===== config.mk =====
export PLATFORM = sky130hd
export DESIGN_NAME = conv_seq_ctrl
export DESIGN_NICKNAME = d
export VERILOG_FILES = /design/src/rtl/conv_pkg.sv /design/src/rtl/conv_beat_counter.sv /design/src/rtl/conv_seq_ctrl.sv
export SDC_FILE = /design/constraint.sdc
export NUM_CORES = 1
export LEC_CHECK = 0
export BUFFER_PORTS_ARGS = -buffer_cell sky130_fd_sc_hd__buf_2
export CAP_MARGIN = 25
export CORE_MARGIN = 5
export CORE_UTILIZATION = 59
export CTS_CLUSTER_DIAMETER = 100
export DETAILED_ROUTE_END_ITERATION = 8
export PLACE_DENSITY = 0.79
export SLEW_MARGIN = 20
export SYNTH_ARGS = -nofsm -noshare
export SYNTH_HDL_FRONTEND = slang
export SYNTH_SLANG_ARGS = --single-unit

===== constraint.sdc =====
create_clock -name clk -period 10 [get_ports clk]
set_input_delay 2 -clock clk [delete_from_list [all_inputs] [get_ports clk]]
set_output_delay 2 -clock clk [all_outputs]
set_load 0.005 [all_outputs]

===== src/rtl/conv_pkg.sv =====
// Shared types and helpers for the convolution layer sequencer.
// The state encoding doubles as the externally visible phase code.
package conv_pkg;

    localparam int BPB   = 4;
    localparam int CNT_W = 24;

    typedef enum logic [2:0] {
        ST_IDLE    = 3'd0,
        ST_CALC    = 3'd1,
        ST_RX_FMAP = 3'd2,
        ST_RX_BIAS = 3'd3,
        ST_RX_WGT  = 3'd4,
        ST_COMPUTE = 3'd5,
        ST_TX_OUT  = 3'd6,
        ST_DONE    = 3'd7
    } conv_state_t;

    // Element count to 32-bit beat count, rounding a partial beat up.
    function automatic logic [CNT_W-1:0] ceil_div4(input logic [CNT_W-1:0] elems);
        return (elems + CNT_W'(BPB - 1)) / CNT_W'(BPB);
    endfunction

endpackage


===== src/rtl/conv_beat_counter.sv =====
// Beat counter shared by every streaming phase of the sequencer.
// is_last flags the beat that completes the current target.
module conv_beat_counter
    import conv_pkg::*;
(
    input  logic             clk,
    input  logic             rstn,
    input  logic             clr,
    input  logic             en,
    input  logic [CNT_W-1:0] target,
    output logic [CNT_W-1:0] cnt,
    output logic             is_last
);

    always_ff @(posedge clk or negedge rstn) begin
        if (!rstn) begin
            cnt <= '0;
        end else if (clr) begin
            cnt <= '0;
        end else if (en) begin
            cnt <= cnt + CNT_W'(1);
        end
    end

    assign is_last = (cnt == target - CNT_W'(1));

endmodule


===== src/rtl/conv_seq_ctrl.sv =====
// Layer sequencer: walks the conv datapath through fmap, bias and per-tile
// weight/compute/output phases, counting AXIS beats to decide phase ends.
module conv_seq_ctrl
    import conv_pkg::*;
#(
    parameter int TILE_OC = 8
) (
    input  logic       clk,
    input  logic       rstn,
    input  logic       conv_start,
    input  logic [9:0] cfg_in_ch,
    input  logic [9:0] cfg_out_ch,
    input  logic [5:0] cfg_fmap_w,
    input  logic       in_fire,
    input  logic       in_last,
    input  logic       out_fire,
    input  logic       compute_done,
    output logic [2:0] phase,
    output logic       s_ready_en,
    output logic       m_valid_en,
    output logic       m_last,
    output logic       compute_go,
    output logic [9:0] oc_base,
    output logic [6:0] oc_cnt,
    output logic       conv_done,
    output logic       err_tlast,
    output logic       err_cfg
);

    conv_state_t      state;
    logic             start_q;
    logic [9:0]       in_ch_q;
    logic [9:0]       out_ch_q;
    logic [11:0]      ww_q;
    logic [CNT_W-1:0] fmap_beats;
    logic [CNT_W-1:0] bias_beats;
    logic [CNT_W-1:0] target;
    logic [CNT_W-1:0] cnt;
    logic             is_last;

    function automatic logic [6:0] min_tile(input logic [10:0] remaining);
        return (remaining < 11'(TILE_OC)) ? remaining[6:0] : 7'(TILE_OC);
    endfunction

    // in_fire/out_fire are completed handshakes (TVALID & TREADY) seen by the
    // datapath; this block only grants permission via s_ready_en/m_valid_en.
    logic        rx_phase;
    logic        counting;
    logic        beat_en;
    logic        phase_end;
    logic        start_edge;
    logic [11:0] ww_calc;
    logic [10:0] tile_end;
    logic        last_tile;

    assign rx_phase   = (state == ST_RX_FMAP) || (state == ST_RX_BIAS) || (state == ST_RX_WGT);
    assign counting   = rx_phase || (state == ST_TX_OUT);
    assign beat_en    = (rx_phase && in_fire) || ((state == ST_TX_OUT) && out_fire);
    assign phase_end  = beat_en && is_last;
    assign start_edge = conv_start && !start_q;
    assign ww_calc    = 12'(cfg_fmap_w) * 12'(cfg_fmap_w);
    assign tile_end   = 11'(oc_base) + 11'(oc_cnt);
    assign last_tile  = (tile_end >= {1'b0, out_ch_q});

    assign phase      = state;
    assign s_ready_en = rx_phase;
    assign m_valid_en = (state == ST_TX_OUT);
    assign m_last     = (state == ST_TX_OUT) && last_tile && is_last;

    always_comb begin
        target = CNT_W'(1);
        case (state)
            ST_RX_FMAP: target = fmap_beats;
            ST_RX_BIAS: target = bias_beats;
            ST_RX_WGT:  target = ceil_div4(CNT_W'(oc_cnt) * CNT_W'(in_ch_q) * CNT_W'(9));
            ST_TX_OUT:  target = ceil_div4(CNT_W'(oc_cnt) * CNT_W'(ww_q));
            default:    target = CNT_W'(1);
        endcase
    end

    conv_beat_counter u_beat_counter (
        .clk     (clk),
        .rstn    (rstn),
        .clr     (!counting || phase_end),
        .en      (beat_en),
        .target  (target),
        .cnt     (cnt),
        .is_last (is_last)
    );

    always_ff @(posedge clk or negedge rstn) begin
        if (!rstn) begin
            state      <= ST_IDLE;
            start_q    <= 1'b1;
            in_ch_q    <= '0;
            out_ch_q   <= '0;
            ww_q       <= '0;
            fmap_beats <= '0;
            bias_beats <= '0;
            oc_base    <= '0;
            oc_cnt     <= '0;
            compute_go <= 1'b0;
            conv_done  <= 1'b0;
            err_tlast  <= 1'b0;
            err_cfg    <= 1'b0;
        end else begin
            start_q    <= conv_start;
            compute_go <= 1'b0;
            if ((in_fire && !rx_phase) || (out_fire && state != ST_TX_OUT)) begin
                err_tlast <= 1'b1;
            end
            if (rx_phase && in_fire && (in_last != is_last)) begin
                err_tlast <= 1'b1;
            end
            case (state)
                ST_IDLE: begin
                    if (start_edge) begin
                        state     <= ST_CALC;
                        err_tlast <= 1'b0;
                        err_cfg   <= 1'b0;
                    end
                end
                ST_CALC: begin
                    in_ch_q    <= cfg_in_ch;
                    out_ch_q   <= cfg_out_ch;
                    ww_q       <= ww_calc;
                    fmap_beats <= ceil_div4(CNT_W'(cfg_in_ch) * CNT_W'(ww_calc));
                    bias_beats <= ceil_div4(CNT_W'(cfg_out_ch));
                    oc_base    <= '0;
                    oc_cnt     <= min_tile({1'b0, cfg_out_ch});
                    if (cfg_in_ch == '0 || cfg_out_ch == '0 || cfg_fmap_w == '0) begin
                        err_cfg   <= 1'b1;
                        conv_done <= 1'b1;
                        state     <= ST_DONE;
                    end else begin
                        state <= ST_RX_FMAP;
                    end
                end
                ST_RX_FMAP: if (phase_end) state <= ST_RX_BIAS;
                ST_RX_BIAS: if (phase_end) state <= ST_RX_WGT;
                ST_RX_WGT: begin
                    if (phase_end) begin
                        state      <= ST_COMPUTE;
                        compute_go <= 1'b1;
                    end
                end
                ST_COMPUTE: if (compute_done) state <= ST_TX_OUT;
                ST_TX_OUT: begin
                    if (phase_end) begin
                        if (!last_tile) begin
                            oc_base <= tile_end[9:0];
                            oc_cnt  <= min_tile({1'b0, out_ch_q} - tile_end);
                            state   <= ST_RX_WGT;
                        end else begin
                            conv_done <= 1'b1;
                            state     <= ST_DONE;
                        end
                    end
                end
                ST_DONE: begin
                    if (!conv_start) begin
                        conv_done <= 1'b0;
                        state     <= ST_IDLE;
                    end
                end
                default: state <= ST_IDLE;
            endcase
        end
    end

endmodule


Word level (Yosys, flattened, before mapping)
Cells that the tools add are included.
{ "op_classes": {"addsub": 8, "multipliers": 5, "div": 0, "order_cmp": 3, "eq_ne": 20, "shift": 0, "n_mux": 34, "n_bitwise": 0, "n_reduce_logical": 32} }
{ "ops": {"columns": ["op", "n"], "rows": [
  ["$pmux 22 s4", 1],
  ["$mux 24", 2],
  ["$mux 7", 4],
  ["$add 24x1->24 const B", 1],
  ["$eq 24x24->1", 1],
  ["$mux 3", 8],
  ["$pmux 3 s8", 1],
  ["$add 22x2->23 const B", 1],
  ["$sub 22x1->23 const B", 1],
  ["$add 21x2->22 const B", 1],
  ["$mul 10x12->22", 1],
  ["$mul 17x4->21 const B", 1],
  ["$add 19x2->20 const B", 1],
  ["$logic_not 10->1", 2],
  ["$mux 10", 2],
  ["$pmux 10 s2", 1],
  ["$mul 7x12->19", 1],
  ["$mul 7x10->17", 1],
  ["$ne 2x2->1 const B", 8],
  ["$pmux 7 s2", 1],
  ["$eq 3x3->1 const B", 4],
  ["$mul 6x6->12", 1],
  ["$add 10x2->11 const B", 1],
  ["$add 10x7->11", 1],
  ["other kinds (23)", 55]
]} }
{ "totals": {"regBits": 125, "latchBits": 0, "ramBits": 0, "rom_bits": 0, "inputBits": 33, "output_inout_bits": 27, "word_cells": 116, "n_memories": 0} }

Longest topological paths before layout
Gate-level depths: netlist (run 1).
{ "logic_depth": {"ltp_word": 11, "depth_mapped": 37, "mapped_depth_nobuf": 35} }

By module
Synthesis (run 1) repeated with hierarchy kept, for this count alone.
{ "unflattened": {"cells_unflattened": 2012, "area_unflattened_um2": 16961.3} }
{ "by_module_without_submodules": {"columns": ["mod", "n_inst", "cells_per_inst", "area_each_um2", "seq_area_each_um2"], "rows": [
  ["conv_seq_ctrl", 1, 1754, 14895.5, 2153.3],
  ["conv_beat_counter", 1, 258, 2065.7, 600.6]
]} }

Worst setup path before layout (run 1)
No wires, ideal clock.
{ "synth_timing": {"kind": "register to output", "startpoint": "reg oc_cnt[6]", "endpoint": "out m_last", "arrival_time_ps": 8077, "t_required_ps": 8000, "slack_ps": -77, "stages_incl_launch_ff": 32, "n_path_buf": 2, "cell_sequence": "dfrtp_1 > clkbuf_1 > nand2_1 > fa_1 > fa_1 > fa_1 > inv_1 > fa_1 > ha_1 > and4_1 > o21a_1 > o31ai_1 > o211ai_1 > o21a_1 > nor2_1 > xnor2_1 > ha_1 > ha_1 > clkbuf_1 > and4_1 > nand3_1 > o221ai_1 > a21oi_1 > a21oi_1 > xor2_1 > a221oi_1 > nand4_1 > or4_1 > o31ai_1 > nand4b_1 > nor4b_1 > and3_1"} }
{ "synth_between": {"elab_chain_cells": 7, "elab_cells_between_ends": 12, "cone_classes": "add/sub: 4; mul: 3; order compare: 1; eq/ne: 1; mux: 1; reduce/logical: 2"} }
{ "synth_rtl": {"columns": ["item", "line", "rtl"], "rows": [
  ["start: declaration", "conv_seq_ctrl.sv:24", "output logic [6:0] oc_cnt,"],
  ["start signal: assignment", "conv_seq_ctrl.sv:130", "oc_cnt <= min_tile({1'b0, cfg_out_ch});"],
  ["start signal: assignment", "conv_seq_ctrl.sv:152", "oc_cnt <= min_tile({1'b0, out_ch_q} - tile_end);"],
  ["$mul 7x10->17", "conv_seq_ctrl.sv:75", "ST_RX_WGT: target = ceil_div4(CNT_W'(oc_cnt) * CNT_W'(in_ch_q) * CNT_W'(9));"],
  ["$mul 17x4->21", "conv_seq_ctrl.sv:75", null],
  ["$add 21x2->22", "conv_pkg.sv:21", "return (elems + CNT_W'(BPB - 1)) / CNT_W'(BPB);"],
  ["$pmux 22 s4", "conv_seq_ctrl.sv:72", "case (state)"],
  ["$sub 22x1->23", "conv_beat_counter.sv:25", "assign is_last = (cnt == target - CNT_W'(1));"],
  ["$eq 24x24->1", "conv_beat_counter.sv:25", null],
  ["$logic_and 1x1->1 *", "conv_seq_ctrl.sv:68", "assign m_last = (state == ST_TX_OUT) && last_tile && is_last;"],
  ["end: declaration", "conv_seq_ctrl.sv:21", "output logic m_last,"]
]} }
Mark *: on every way between the ends. The rest lies on a longest branch, timed or not.

Worst setup path after layout (run 1)
Ends and elaborated chain as after synthesis.

==> key figures, run 1 <==
Timing
  – Period utilization: 103%
  – Final hold vios: 0
  – Max-slew violation count: 0
  – Setup TNS: -254 ps
  – Fmax: 0.0975 GHz
  – Setup Skew: around 17 ps
  – Final setup fails: 1
  – Worst setup slack after layout: -254 ps
  – Slew headroom: between 40% and 50%
  – Worst Tran Pin Value: a little under 900 ps
  – Final Critical Period: between 10000 and 15000 ps
  – RSZ-0062 raised after global routing: yes

GRT
  – Vias in the first global route: 15834
  – Initial antenna violation count: 0
  – Grt ovf: 0
  – All-layer global routing usage: between 20% and 30%
  – Largest net degree at the start of global routing: 90
  – First-pass GRT wire length: a little under 80000 um

Clock tree
  – Worst-skew pair later-pin latency: 380 ps
  – CTS Buf Count: 9
  – CTS tree: yes
  – CTS Hold Bufs: 0
  – Clock sinks: 110
  – Root Driver: clkbuf_16
  – Clock Pin Slew Worst Setup and Hold Paths: 80 ps
  – # H-tree levels: 3
  – CTS max path bufs: 2

Setup path
  – Setup crit end kind: output port
  – Crit path top cell by count: fa_1
  – CP peak stage delay: 530 ps
  – Worst Reg-to-Reg Cells: 53
  – Worst r2r dst: err_tlast$_DFF_PN0_
  – Kind of critical path: reg2out
  – Reg2Reg Launch Point: oc_cnt[6]$_DFFE_PN0P_
  – Critical path startpoint category: flip-flop
  – Worst path required time: 8000 ps
  – Worst endpoint data arrival time: 8250 ps
  – Worst reg2reg setup slack: approximately 90 ps
  – Slowest CP cell: fa_1
  – Worst-path fanout max: 6

Place
  – Placer congestion estimate: 0.973
  – IO buf count: 59
  – HPWL Detailed: 37200 um
  – Worst Setup Slack post-DPL: -101 ps

Drt
  – Wire per inst: 18.5 um
  – Mean number of vias per cell: 5.95
  – DR vias: about 15000
  – Post-route antenna net violation count: 0
  – Final WL: about 48000 um
  – DR iter-0 viols: 1389
  – DRT Pass-1 Iters: 6
  – DRC: 0

Logic synthesis
  – Top cells by area, synth: fa_1, dfrtp_1, ha_1
  – Yosys top cell by area: fa_1
  – Post-Syn Area: 17500 um^2
  – Yosys top cell area share: 18.7%
  – Ys Warns: 0
  – Post-synthesis register bit count: 110
  – Ys flop type: dfrtp_1
  – Post-synth EDFFs: 0
  – Post-Syn Area per Cell: 8.46 um^2
  – Mapped Cells: 2070
  – Async S/R FF share, synth: 100%
  – Share of the yosys chip area belonging to registers: 15.7%
  – Post-synth cell types: 91

Power
  – Peak supply drop: 0.340 mV
  – Leakage: just under 10 nW
  – Pwr Density: 199 nW/um^2

Die
  – Die height: 182 um
  – Die width: 182 um
  – Core area: between 20000 and 30000 um^2
  – Initial cell density of the core: between 50 and 60%
  – Die Area: 33200 um^2
  – Ports: 60
  – Row cnt: 63

Outcome
  – Violated checks: negative setup slack
  – Status: finished, violations left

Cells and area
  – Final-layout fill cell count: about 2400
  – Nets@finish: ~2600
  – Syn-to-layout area delta: 13.6%
  – Leading cell types in the layout, fill and taps excluded: nand2_1, inv_1, ha_1
  – Most common cell after layout, fill and taps aside: nand2_1
  – Layout cell share with drive strength beyond 1: between 15 and 20%
  – Antenna diodes: 0

Worst hold path
  – Worst hold path cell count: 2
  – Worst hold-check path type: reg2reg
  – Worst hold endpoint: err_cfg$_DFFE_PN0P_
  – Worst min-delay path startpoint: err_cfg$_DFFE_PN0P_

Run
  – Max-cap viol count: 0
==> sequential cells by signal, summed over array words and instances (netlist names), 3 cells and up <==
signal and count:
oc_base 10, fmap_beats 21, phase 3, bias_beats 9
in_ch_q 10, oc_cnt 7, u_beat_counter.cnt 24, ww_q 11
out_ch_q 10
==> worst max-delay path by stage <==
stage / startpoint / end / slack [ps] / cells past startpoint
final: oc_cnt[6]$_DFFE_PN0P_ / m_last / -250 / 32
after CTS: oc_cnt[1]$_DFFE_PN0P_ / m_last / 4 / 30
after global routing: oc_cnt[6]$_DFFE_PN0P_ / m_last / -530 / 32
after floorplan: oc_cnt[6]$_DFFE_PN0P_ / m_last / 60 / 31
after detailed placement: in_ch_q[4]$_DFFE_PN0P_ / m_last / -100 / 29
after global placement: oc_cnt[6]$_DFFE_PN0P_ / m_last / 30 / 30
==> cell families (layout without fill, tap and decap cells) <==
logic type | count (synthesis) | in the layout | synth area share [%]
AND/OR/NAND/NOR | 790 | 790 | 23.0
XOR/XNOR | 117 | 117 | 5.85
other | 2 | 3 | 0.0429
buffers and inverters | 313 | 438 | 6.87
adder cells (fa/ha/maj) | 364 | 364 | 33.0
multiplexers | 29 | 29 | 1.71
flip-flops | 110 | 110 | 15.7
AO/OA/AOI/OAI | 345 | 345 | 13.8
==> through the flow <==
step                instances  cell area [um^2]  power [mW]  hold slack (ps)  util [%]
floorplan                2071             17500        2.81              442         -
global placement         2515             18600        3.40              458      63.1
detailed placement       2515             18600        3.52              466      63.1
CTS                      2567             19400        3.90              483      65.8
global route             2586             19900        4.46              516      67.5
finish                   2586             19900        3.97              473      67.5
==> timing repair <==
action | in CTS | in global routing
resized for setup | 48 | 73
gates cloned | 0 | 0
pin swaps | 50 | 56
buffers inserted | 37 | 20
setup endpoints to repair | 1 | 5
==> final cells by class <==
cell class                      count  area (um^2)  area share [%]
Clock buffer                       10          229            1.15
Multi-Input combinational cell   1648        14100            71.0
Tap cell                          390          488            2.45
Sequential cell                   110         2760            13.9
Inverter                          224          843            4.24
Clock inverter                      6         56.3           0.283
Timing Repair Buffer              198         1400            7.04
==> worst max-delay path, delay by kind of cell (launching register included) <==
kind / cells / cell delay (ps)
AOI/OAI and AO/OA: 10 / 1800
xor gates and xnor gates: 1 / 170
adders and majority gates: 7 / 2750
buffers and inverters: 5 / 710
DFF: 1 / 460
muxes: 1 / 350
and+or+nand+nor: 8 / 1640
==> metal layers <==
| layer | global-route usage, % | share of wire [%] | up-vias |
|---|---|---|---|
| li1 | - | - | 7175 |
| met1 | 37.3 | 41 | 7513 |
| met2 | 49.6 | 48 | 565 |
| met3 | 3.51 | 6.2 | 139 |
| met4 | 11.3 | 4.1 | 0 |
| met5 | 0 | 0 | - |
==> where the power goes <==
| part | switching, mW | total, mW | internal [mW] |
|---|---|---|---|
| sequential | 0.0193 | 0.476 | 0.457 |
| clock | 0.183 | 0.357 | 0.174 |
| combinational | 1.72 | 3.14 | 1.41 |
==> synthesized netlist by cell type (4+ instances only) <==
master     count
a211o_1        7
a211oi_1      16
a21boi_0       5
a21o_1        25
a21oi_1       77
a22o_1         5
a22oi_1        4
a31oi_1       12
and2_1       177
and3_1        19
and4_1         6
buf_1          5
buf_2          7
clkbuf_1      73
dfrtp_1      109
fa_1         164
ha_1         200
inv_1        223
mux2_2         8
mux2i_1       21
nand2_1      300
nand2b_1      18
nand3_1       37
nand3b_1      12
nand4_1       18
nor2_1       104
nor2b_1       17
nor3_1        22
nor4_1        12
o211a_1        5
o211ai_1      11
o21a_1        12
o21ai_0       75
o21bai_1      15
o22ai_1        4
o2bb2ai_2      8
o31a_1         4
o31ai_1       13
o32ai_1        5
or3_1         11
or4_1          6
xnor2_1       72
xor2_1        45
Power figures use the tool's default switching activity.
==> inputs of run 2 (changes only) <==
--- a/config.mk
+++ b/config.mk
@@ -12,6 +12,8 @@
 export CTS_CLUSTER_DIAMETER = 100
 export DETAILED_ROUTE_END_ITERATION = 8
 export PLACE_DENSITY = 0.79
+export SETUP_SLACK_MARGIN = 0.15
+export SKIP_CTS_REPAIR_TIMING = 1
 export SLEW_MARGIN = 20
 export SYNTH_ARGS = -nofsm -noshare
 export SYNTH_HDL_FRONTEND = slang
==> key figures, run 2 (synthesis results as in run 1) <==
GRT
  – GRT busiest layer: met2
  – First-pass GRT wire length: 76000 um (-3.4%)
  – Met3 usage: 2.61% (-0.90 points)
  – Met1 layer usage reported by global route: 36.5% (-0.83 points)
  – Vias in the first global route: 15269 (-3.6%)
  – Grt ovf: 0 (unchanged)
  – Initial antenna violation count: 0 (unchanged)
  – Grt met2 use: 48.9% (-0.67 points)
  – All-layer global routing usage: 28.0% (-0.81 points)
  – Largest net degree at the start of global routing: 90 (unchanged)

Clock tree
  – Worst-skew pair later-pin latency: 380 ps (about the same)
  – Clock Pin Slew Worst Setup and Hold Paths: 80 ps (about the same)
  – CTS tree: yes
  – # H-tree levels: 3 (unchanged)
  – Clock sinks: 110 (unchanged)
  – CTS max path bufs: 2 (unchanged)
  – CTS Buf Count: 9 (unchanged)
  – Root Driver: clkbuf_16

Cells and area
  – Antenna diodes: 0 (unchanged)
  – Leading cell types in the layout, fill and taps excluded: nand2_1, inv_1, ha_1
  – Layout cell share with drive strength beyond 1: 13.6% (-2.3 points)
  – Final Core Density: 66.3% (-1.2 points)
  – Top flop regs: u_beat_counter.cnt x24, fmap_beats x21, ww_q x11
  – Number of flip-flops under the largest register name: 24 (unchanged)
  – Syn-to-layout area delta: 11.5%
  – Most common cell after layout, fill and taps aside: nand2_1
  – Top reg by flops: u_beat_counter.cnt
  – Nets@finish: 2563 (-0.97%)
  – Non-Filler Instances: 2561 (-0.97%)
  – Final Cell Area: 19500 um^2 (-1.8%)

Setup path
  – Worst-path fanout max: 5 (-1)
  – Worst path required time: 8000 ps (about the same)
  – CP peak stage delay: 540 ps (about the same)
  – Kind of critical path: reg2out
  – Worst endpoint data arrival time: 8280 ps (+30 ps)
  – Top Family by Delay on Critical Path: adder cells
  – Worst reg2reg setup slack: 1060 ps (+970 ps)
  – Setup crit end kind: output port
  – Crit path buf inv count: 7 (+2)
  – Worst Reg-to-Reg Cells: 35 (-34%)
  – Worst r2r dst: u_beat_counter.cnt[21]$_DFFE_PN0P_
  – Critical path startpoint category: flip-flop
  – Slowest CP cell: fa_1
  – Reg2Reg Launch Point: oc_cnt[1]$_DFFE_PN0P_

Timing
  – Slew headroom: 39.8% (-1.5 points)
  – Min Hold Slack: 476 ps (+2.37 ps)
  – Max-slew violation count: 0 (unchanged)
  – Final hold vios: 0 (unchanged)
  – RSZ-0062 raised after global routing: yes
  – Period utilization: 103% (+0.27 points)
  – Setup Skew: 18.4 ps (+1.14 ps)
  – Worst Tran Pin Value: 903 ps (+22.0 ps)
  – Setup TNS: -281 ps (-27.0 ps)
  – Final setup fails: 1 (unchanged)
  – Worst setup slack after layout: -281 ps (-27.0 ps)
  – Final Critical Period: 10280 ps (+27.0 ps)
  – Fmax: 0.0973 GHz (-0.26%)

Drt
  – Mean number of vias per cell: 5.86 (-1.5%)
  – DR vias: 15013 (-2.5%)
  – DRC: 0 (unchanged)
  – DRT Pass-1 Iters: 5 (-1)
  – Wire per inst: 18.0 um (-2.3%)
  – Post-route antenna net violation count: 0 (unchanged)
  – DR iter-0 viols: 999 (-28%)
  – Final WL: 46200 um (-3.3%)

Die
  – Die Area: 33200 um^2 (unchanged)
  – Die height: 182 um (unchanged)
  – Row cnt: 63 (unchanged)
  – Die width: 182 um (unchanged)
  – Core area: 29500 um^2 (unchanged)
  – Ports: 60 (unchanged)
  – Initial cell density of the core: 59.4% (unchanged)

Place
  – Worst Setup Slack post-DPL: -264 ps (-164 ps)
  – Placed inst area: 18700 um^2 (+0.32%)
  – HPWL Detailed: 37300 um (+0.43%)
  – Placer congestion estimate: 0.950 (-2.4%)
  – IO buf count: 59 (unchanged)
  – Cell count after placement: 2523 (+0.32%)

Power
  – Total design power: 4.14 mW (+4.1%)
  – Leakage: 9.66 nW (-1.3%)
  – Peak supply drop: 0.359 mV (+5.4%)
  – Pwr Density: 212 nW/um^2 (+6.1%)

Worst hold path
  – Worst hold path cell count: 2 (unchanged)
  – Worst hold endpoint: fmap_beats[8]$_DFFE_PN0P_
  – Worst min-delay path startpoint: fmap_beats[8]$_DFFE_PN0P_
  – Worst hold-check path type: reg2reg

Outcome
  – Violated checks: negative setup slack
  – Status: finished, violations left

Run
  – Max-cap viol count: 0 (unchanged)
-- run 2: changes by cell type in the layout (fill, tap and decap cells not counted), moves of 3 or more --
cell,before,now
a21oi_1,62,65
a21oi_2,15,11
buf_4,124,106
buf_6,16,7
ha_1,180,191
ha_4,18,9
o21ai_2,3,0
xnor2_1,66,69
xnor2_2,6,3
-- run 2: final cells by class --
type | count | area, um^2
sequential | 110 | 2760
inverter | 224 | 841
clock buffer | 10 | 229
fill | 2419 | 9940
tap | 390 | 488
multi-input combinational | 1648 | 13900
clock inverter | 6 | 77.6
timing repair buffer | 173 | 1210
-- run 2: worst max-delay path by stage --
stage | start | end | slack (ps) | cells past startpoint
2_1_floorplan | oc_cnt[4]$_DFFE_PN0P_ | m_last | 120 | 31
3_3_place_gp | oc_cnt[6]$_DFFE_PN0P_ | m_last | -30 | 30
3_5_place_dp | oc_cnt[6]$_DFFE_PN0P_ | m_last | -260 | 30
4_1_cts | oc_cnt[6]$_DFFE_PN0P_ | m_last | -680 | 30
5_1_grt | oc_cnt[1]$_DFFE_PN0P_ | m_last | -540 | 29
6_report | oc_cnt[1]$_DFFE_PN0P_ | m_last | -280 | 35
-- run 2: where the power goes --
group / total [mW] / switching (mW) / internal (mW)
sequential: 0.475 / 0.0180 / 0.457
clock: 0.384 / 0.185 / 0.199
combinational: 3.28 / 1.73 / 1.54
-- run 2: routing by layer --
metal | part of all wire (%) | vias to the layer above
met4 | 3.3 | 0
met5 | 0 | -
li1 | - | 7115
met3 | 5.6 | 90
met1 | 42 | 7354
met2 | 49 | 454
-- run 2: tightest hold or removal path: stages, from the launching register on --
cell and delay [ps]:
dfrtp_1 340, nand2_1 50, o31ai_1 50
